<file path="src/rtl/ov7670_dvp_source.sv">
// OV7670 DVP transmit emulator: pclk, vsync, href and an 8-bit byte bus
// driven like the sensor, with pixels from an external stream or a
// built-in test pattern so the capture path can run without a camera.
//
// Ports:
//   clk, reset      system clock, asynchronous active-high reset
//   enable          run frames; looked at only on frame boundaries
//   patternSel      0 ext stream, 1 colour bars, 2 row/col, 3 solid white
//   pixelIn/Valid   external RGB565 pixel stream
//   pixelReady      one-clk strobe in the slot that takes a pixel
//   pclk/vsync/href/dvpData  DVP bus (stable at the pclk rising edge)
//   underflow       sticky: an external pixel was missing this frame
//   busy            frame in progress
//   frameCount      completed frames (wraps)
module ov7670_dvp_source #(
  parameter int H_ACTIVE      = 320,
  parameter int V_ACTIVE      = 240,
  parameter int H_BLANK       = 144,
  parameter int V_SYNC_LINES  = 3,
  parameter int V_BACK_LINES  = 17,
  parameter int V_FRONT_LINES = 10,
  parameter int CLK_DIV       = 1
) (
  input  logic        clk,
  input  logic        reset,
  input  logic        enable,
  input  logic [1:0]  patternSel,
  input  logic [15:0] pixelIn,
  input  logic        pixelValid,
  output logic        pixelReady,
  output logic        pclk,
  output logic        vsync,
  output logic        href,
  output logic [7:0]  dvpData,
  output logic        underflow,
  output logic        busy,
  output logic [15:0] frameCount
);

  localparam int HREF_SLOTS = 2 * H_ACTIVE;
  localparam int LINE_SLOTS = HREF_SLOTS + H_BLANK;
  localparam int BAR_W      = H_ACTIVE / 8;
  localparam int SW         = $clog2(LINE_SLOTS);
  localparam int DW         = (CLK_DIV > 1) ? $clog2(CLK_DIV) : 1;

  localparam logic [DW-1:0] DIV_LAST  = DW'(CLK_DIV - 1);
  localparam logic [SW-1:0] LAST_SLOT = SW'(LINE_SLOTS - 1);
  localparam logic [SW:0]   HREF_END  = (SW + 1)'(HREF_SLOTS);
  localparam logic [15:0]   SYNC_LAST = 16'(V_SYNC_LINES - 1);
  localparam logic [15:0]   BACK_LAST = 16'(V_BACK_LINES - 1);
  localparam logic [15:0]   ACT_LAST  = 16'(V_ACTIVE - 1);
  localparam logic [15:0]   FRNT_LAST = 16'(V_FRONT_LINES - 1);
  localparam logic [15:0]   BAR_LEN   = 16'(BAR_W);

  typedef enum logic [2:0] {
    S_IDLE,
    S_VSYNC,
    S_VBACK,
    S_ACTIVE,
    S_VFRONT
  } state_t;

  state_t        state_q, state_d;
  logic [DW-1:0] div_q, div_d;
  logic          pclk_q, pclk_d;
  logic [SW-1:0] slot_q, slot_d;
  logic [15:0]   line_q, line_d;
  logic [1:0]    mode_q, mode_d;
  logic [15:0]   pix_q, pix_d;
  logic [2:0]    bar_q, bar_d;
  logic [15:0]   bcnt_q, bcnt_d;
  logic          vsync_q, vsync_d;
  logic          href_q, href_d;
  logic [7:0]    data_q, data_d;
  logic          uf_q, uf_d;
  logic          busy_q, busy_d;
  logic [15:0]   fcnt_q, fcnt_d;

  logic          term;
  logic          tick;
  logic          line_end;
  logic          frame_start;
  logic [SW-1:0] slot_nx;
  logic          in_href;
  logic          fetch;
  logic          rdy;
  logic [7:0]    col;
  logic [2:0]    bar_use;
  logic [15:0]   gen_pix;

  function automatic logic [15:0] bar_color(input logic [2:0] idx);
    logic [15:0] c;
    case (idx)
      3'd0:    c = 16'hFFFF;
      3'd1:    c = 16'hFFE0;
      3'd2:    c = 16'h07FF;
      3'd3:    c = 16'h07E0;
      3'd4:    c = 16'hF81F;
      3'd5:    c = 16'hF800;
      3'd6:    c = 16'h001F;
      default: c = 16'h0000;
    endcase
    return c;
  endfunction

  // Divider; a slot tick is the clk in which pclk falls.
  always_comb begin
    term   = (div_q == DIV_LAST);
    tick   = term & pclk_q;
    div_d  = term ? '0 : div_q + 1'b1;
    pclk_d = term ? ~pclk_q : pclk_q;
  end

  // Frame sequencer: slot_q/line_q track the slot currently on the bus.
  always_comb begin
    state_d     = state_q;
    slot_d      = slot_q;
    line_d      = line_q;
    mode_d      = mode_q;
    busy_d      = busy_q;
    fcnt_d      = fcnt_q;
    frame_start = 1'b0;
    line_end    = (slot_q == LAST_SLOT);
    slot_nx     = line_end ? '0 : slot_q + 1'b1;
    if (tick) begin
      if (state_q != S_IDLE) slot_d = slot_nx;
      unique case (state_q)
        S_IDLE: begin
          if (enable) frame_start = 1'b1;
        end
        S_VSYNC: begin
          if (line_end) begin
            if (line_q == SYNC_LAST) begin
              state_d = S_VBACK;
              line_d  = '0;
            end else begin
              line_d = line_q + 16'd1;
            end
          end
        end
        S_VBACK: begin
          if (line_end) begin
            if (line_q == BACK_LAST) begin
              state_d = S_ACTIVE;
              line_d  = '0;
            end else begin
              line_d = line_q + 16'd1;
            end
          end
        end
        S_ACTIVE: begin
          if (line_end) begin
            if (line_q == ACT_LAST) begin
              state_d = S_VFRONT;
              line_d  = '0;
            end else begin
              line_d = line_q + 16'd1;
            end
          end
        end
        S_VFRONT: begin
          if (line_end) begin
            if (line_q == FRNT_LAST) begin
              fcnt_d = fcnt_q + 16'd1;
              if (enable) begin
                frame_start = 1'b1;
              end else begin
                state_d = S_IDLE;
                busy_d  = 1'b0;
                line_d  = '0;
              end
            end else begin
              line_d = line_q + 16'd1;
            end
          end
        end
        default: state_d = S_IDLE;
      endcase
      if (frame_start) begin
        state_d = S_VSYNC;
        slot_d  = '0;
        line_d  = '0;
        mode_d  = patternSel;
        busy_d  = 1'b1;
      end
    end
  end

  // Pixel path: on the tick that enters an even href slot a new pixel
  // is taken and its high byte driven; the odd slot replays its low byte.
  always_comb begin
    in_href = (state_d == S_ACTIVE) && ({1'b0, slot_d} < HREF_END);
    fetch   = tick & in_href & ~slot_d[0];
    col     = 8'(slot_d >> 1);
    rdy     = fetch & (mode_q == 2'd0);

    bar_d   = bar_q;
    bcnt_d  = bcnt_q;
    bar_use = bar_q;
    if (fetch) begin
      if (slot_d == '0) begin
        bar_use = 3'd0;
        bcnt_d  = 16'd1;
      end else if (bcnt_q == BAR_LEN) begin
        bar_use = bar_q + 3'd1;
        bcnt_d  = 16'd1;
      end else begin
        bcnt_d = bcnt_q + 16'd1;
      end
      bar_d = bar_use;
    end

    unique case (mode_q)
      2'd0:    gen_pix = pixelValid ? pixelIn : 16'h0000;
      2'd1:    gen_pix = bar_color(bar_use);
      2'd2:    gen_pix = {line_d[7:0], col};
      default: gen_pix = 16'hFFFF;
    endcase

    uf_d = uf_q;
    if (tick && frame_start) begin
      uf_d = 1'b0;
    end else if (rdy && !pixelValid) begin
      uf_d = 1'b1;
    end

    pix_d   = pix_q;
    vsync_d = vsync_q;
    href_d  = href_q;
    data_d  = data_q;
    if (tick) begin
      vsync_d = (state_d == S_VSYNC);
      href_d  = in_href;
      if (fetch) begin
        pix_d  = gen_pix;
        data_d = gen_pix[15:8];
      end else begin
        data_d = in_href ? pix_q[7:0] : 8'h00;
      end
    end
  end

  always_ff @(posedge clk or posedge reset) begin
    if (reset) begin
      state_q <= S_IDLE;
      div_q   <= '0;
      pclk_q  <= 1'b0;
      slot_q  <= '0;
      line_q  <= '0;
      mode_q  <= '0;
      pix_q   <= '0;
      bar_q   <= '0;
      bcnt_q  <= '0;
      vsync_q <= 1'b0;
      href_q  <= 1'b0;
      data_q  <= '0;
      uf_q    <= 1'b0;
      busy_q  <= 1'b0;
      fcnt_q  <= '0;
    end else begin
      state_q <= state_d;
      div_q   <= div_d;
      pclk_q  <= pclk_d;
      slot_q  <= slot_d;
      line_q  <= line_d;
      mode_q  <= mode_d;
      pix_q   <= pix_d;
      bar_q   <= bar_d;
      bcnt_q  <= bcnt_d;
      vsync_q <= vsync_d;
      href_q  <= href_d;
      data_q  <= data_d;
      uf_q    <= uf_d;
      busy_q  <= busy_d;
      fcnt_q  <= fcnt_d;
    end
  end

  assign pixelReady = rdy;
  assign pclk       = pclk_q;
  assign vsync      = vsync_q;
  assign href       = href_q;
  assign dvpData    = data_q;
  assign underflow  = uf_q;
  assign busy       = busy_q;
  assign frameCount = fcnt_q;

endmodule

</file>
<file path="config.mk">
export PLATFORM = sky130hd
export DESIGN_NAME = ov7670_dvp_source
export DESIGN_NICKNAME = d
export VERILOG_FILES = /design/src/rtl/ov7670_dvp_source.sv
export SDC_FILE = /design/constraint.sdc
export NUM_CORES = 1
export LEC_CHECK = 0
export CAP_MARGIN = 30
export CORE_UTILIZATION = 45
export DETAILED_ROUTE_END_ITERATION = 10
export PLACE_DENSITY = 0.71
export SYNTH_ARGS = -nofsm -noshare
export SYNTH_HDL_FRONTEND = slang
export SYNTH_SLANG_ARGS = --single-unit
</file>
<file path="constraint.sdc">
create_clock -name clk -period 5.88 [get_ports clk]
set_input_delay 1.764 -clock clk [delete_from_list [all_inputs] [get_ports clk]]
set_output_delay 1.764 -clock clk [all_outputs]
set_load 0.005 [all_outputs]
</file>
==> summary.txt <==
Floorplan
  • Rows: 39
  • Die Y: about 110 um
  • Core ar.: roughly 0.012 mm2
  • Die ar.: around 0.012 mm2
  • Starting Density: between 40% and 50%
  • Die width: ~110 um
  • I/O pin total: 52

STA
  • Final WS setup: 0.350 ns
  • Rel. slew slack: roughly half
  • Final slew viol count: 0
  • Max Fclk: between 150 and 200 MHz
  • Least-Margin Pin Slew: approximately 0.7 ns
  • Final cycle utilization of the critical path: about 94%
  • Sum Neg Setup Slack: 0 ns
  • Unrepaired setup endpoints after global routing: no
  • Post-layout min period: between 5 and 6 ns
  • Hold Slack: between 0.4 and 0.5 ns
  • Final Hold Viols: 0
  • Final setup fails: 0
  • Worst Skew: 0.0103 ns

Logic synthesis
  • Synth cell types: between 60 and 70
  • Syn_area_per_cell: 8.84 um2
  • Post-synth EDFFs: 0
  • Synth Cell Area: roughly 0.0054 mm2
  • Synth async-reset ratio: between 90% and 100%
  • Yosys warns: 0
  • Synth Flop Type: dfrtp_1
  • Mapped Cells: 609
  • Seq cells post-synth: 87
  • Fraction of the yosys area taken by sequential cells: 40.4%
  • Syn Nets: 640

Power and ir drop
  • Net Sw Power: between 400 and 500 uW
  • Leakage power: approximately 2.8 nW
  • Sequential share of power: 44.0%
  • Gate power share: between 10% and 20%
  • VDD IR max: around 0.22 mV
  • Net Sw Frac: between 20% and 30%
  • Clk pwr share: a little under two fifths
  • Power per cell area: around 240 mW/mm2
  • Design internal power: around 1.1 mW

Min path
  • Hold Path Class: flip-flop to flip-flop
  • Min-Delay Startpoint: frameCount[15]$_DFFE_PP0P_

Setup path
  • CP Capture Type: output port
  • CP arrival: around 3.8 ns
  • Critical path launch point: enable
  • Most frequent CP cell: buf_4
  • Critical path class: input pin to output port
  • Crit-path slowest cell: clkdlybuf4s50_1
  • Reg2reg start: slot_q[5]$_DFF_PP0_
  • Crit Path Max Fanout: 5
  • Required @ worst endpoint: about 4.1 ns
  • Critical Path, Cell by Cell: clkdlybuf4s50_1 > nor4b_2 > buf_4 > buf_4 > o31a_1 > o21ai_0 > o21ai_1 > nand3_2 > nor3_4 > dlymetal6s2s_1
  • Crit start category: input pin
  • Slowest Stage Delay on Critical Path: 0.42 ns

Place
  • Port Buffers: 51
  • Hpwl dp: 10800 um
  • Setup WS pre-CTS: -0.0641 ns
  • Routability congestion estimate: between 0.9 and 1

Global route
  • First-pass GRT wire length: between 20000 and 25000 um
  • Initial antenna violation count: 0
  • Largest net degree at the start of global routing: between 50 and 60
  • Global Route Usage Sum: approximately a quarter
  • Vias in the first global route: around 4.9k
  • Gr ovfl total: 0

Clock network
  • CTS tree: yes
  • Clk_lat worst skew: 0.36 ns
  • CTS Root Cell: clkbuf_16
  • CTS Buf Count: 9
  • # hold bufs at CTS: 0
  • # clock sinks: 87
  • Clock buffer depth: 2
  • CTS H-Tree Depth: 3
  • Reg clk slew, reported paths: roughly 0.06 ns

Outcome
  • Failing checks: DRC
  • Status: complete, but fails checks

Routing
  • DR vias/cell: about 6
  • WL per Instance: around 18 um
  • Pre-Repair DR Iteration Count: 8
  • Drt total wl: ~15000 um
  • Vias: 4991
  • Remaining antenna violation count: 0
  • Drt drc: 4
  • Drt initial violations: 342

Layout
  • P&R area growth vs syn: 19.9%
  • Fillers: ~1.0k
  • Layout cells sized above 1: roughly 9.7%
  • Fin nets: ~690
  • Ant. Diodes: 0

Run
  • # Max-Cap Violations: 0
-- power groups by stage --
stage | registers (mW) | clock network (mW) | logic [mW]
final | 0.692 | 0.596 | 0.284
after global routing | 0.699 | 0.626 | 0.314
after CTS | 0.690 | 0.607 | 0.277
after detailed placement | 0.701 | 0 | 0.274
after global placement | 0.700 | 0 | 0.270
after floorplan | 0.677 | 0 | 0.192
-- layout make-up --
cell class,count,area (um2),area share [%]
clock buffer,10,239,3.70
clock inverter,6,68.8,1.07
inverter,26,98.8,1.53
multi-input combinational,461,2980,46.1
sequential,87,2180,33.7
tap,143,179,2.77
timing repair buffer,77,721,11.2
-- cell usage in the layout (no fill, tap or decap), drive strengths merged, types with 4 or more instances in the layout --
cell,netlist,routed
dfrtp,87,87
nor2,61,61
clkdlybuf4s50,0,50
nand2,40,40
o21ai,34,34
nand3,31,31
a21oi,29,29
inv,26,26
buf,7,26
xnor2,22,22
nor3,20,20
xor2,15,15
nand4,13,13
a31oi,13,13
and3,12,12
or4,11,11
nor4,10,10
clkbuf,28,10
ha,9,9
a22o,8,8
o21a,8,8
a2bb2oi,8,8
nor2b,8,8
and2,7,7
nand4b,6,6
o21bai,6,6
a21o,6,6
o31a,5,5
or3,5,5
nand2b,5,5
o31ai,5,5
nor4b,5,5
nand3b,4,4
o211ai,4,4
or2,4,4
mux2,4,4
clkinv,0,4
-- Yosys cell counts (4+ instances only) --
master | instances | area [um2]
xnor2_1 | 22 | 193
o21ai_0 | 30 | 150
o31a_1 | 5 | 43.8
ha_1 | 9 | 113
nand2_1 | 40 | 150
inv_1 | 26 | 97.6
or2_2 | 4 | 25.0
o211ai_1 | 4 | 30.0
a21o_1 | 6 | 45.0
a21oi_1 | 29 | 145
mux2_2 | 4 | 45.0
nand3b_1 | 4 | 30.0
nor4b_1 | 5 | 43.8
a31oi_1 | 13 | 81.3
nor4_1 | 9 | 56.3
nand3_1 | 31 | 155
o21ai_1 | 4 | 20.0
or4_1 | 9 | 67.6
o21bai_1 | 6 | 45.0
o31ai_1 | 4 | 30.0
and3_1 | 12 | 75.1
nand4_1 | 13 | 81.3
a2bb2oi_1 | 8 | 70.1
dfrtp_1 | 87 | 2180
nand2b_1 | 5 | 31.3
or3_1 | 5 | 31.3
nor2_1 | 60 | 225
nor2b_1 | 8 | 50.1
and2_1 | 6 | 37.5
o21a_1 | 8 | 60.1
nor3_1 | 18 | 90.1
clkbuf_1 | 28 | 105
xor2_1 | 15 | 131
nand4b_1 | 6 | 52.6
buf_2 | 4 | 20.0
a22o_1 | 8 | 70.1
-- through the flow --
stage	instance area (um2)	power [mW]	cells	util, %
after floorplan	5390	0.869	609	-
after CTS	6410	1.57	807	55.4
final	6460	1.57	810	55.8
after detailed placement	6090	0.975	791	52.7
after global routing	6460	1.64	810	55.8
after global placement	6090	0.969	791	52.7
-- kinds of logic after synthesis --
group                      share of synthesized area (%)
adders and majority gates                           2.09
buffers and inverters                               4.76
and+or+nand+nor                                     24.9
xor gates and xnor gates                            6.02
DFF                                                 40.4
AOI/OAI and AO/OA                                   20.4
muxes                                               1.39
-- flip-flops by register name, summed over array words and instances (netlist names) --
| name | cells |
|---|---|
| slot_q | 10 |
| href | 1 |
| busy | 1 |
| bcnt_q | 16 |
| vsync | 1 |
| underflow | 1 |
| pclk | 1 |
| frameCount | 16 |
| dvpData | 8 |
| state_q | 3 |
| bar_q | 3 |
| pix_q | 8 |
| line_q | 16 |
| mode_q | 2 |
-- critical path: cells and delay by family --
family,cells,cell delay [ns]
compound gates,3,0.71
buf+inv,4,0.92
simple gates,3,0.37
-- per-layer routing --
metal	global-route usage, %	wire (um)	vias to the layer above
met5	0	0	-
met4	12.3	411	0
met3	4.52	849	31
met2	40.6	7050	192
met1	33.5	6550	2427
li1	-	-	2341
-- repair_timing --
action | in CTS | in global routing
buffers inserted | 0 | 2
pin swaps | 0 | 2
setup endpoints to repair | 1 | 1
resized for setup | 2 | 3
-- final timing paths --
check,end,slack (ns),cells after the start
max,pixelReady,0.35,10
min,frameCount[15]$_DFFE_PP0P_,0.47,1
max reg2reg,dvpData[7]$_DFFE_PP0P_,1.73,9
min reg2reg,frameCount[15]$_DFFE_PP0P_,0.47,1
max in group asynchronous,state_q[1]$_DFF_PP0_,3.39,3
min in group asynchronous,frameCount[8]$_DFFE_PP0P_,1.72,2
Power figures use the tool's default switching activity.
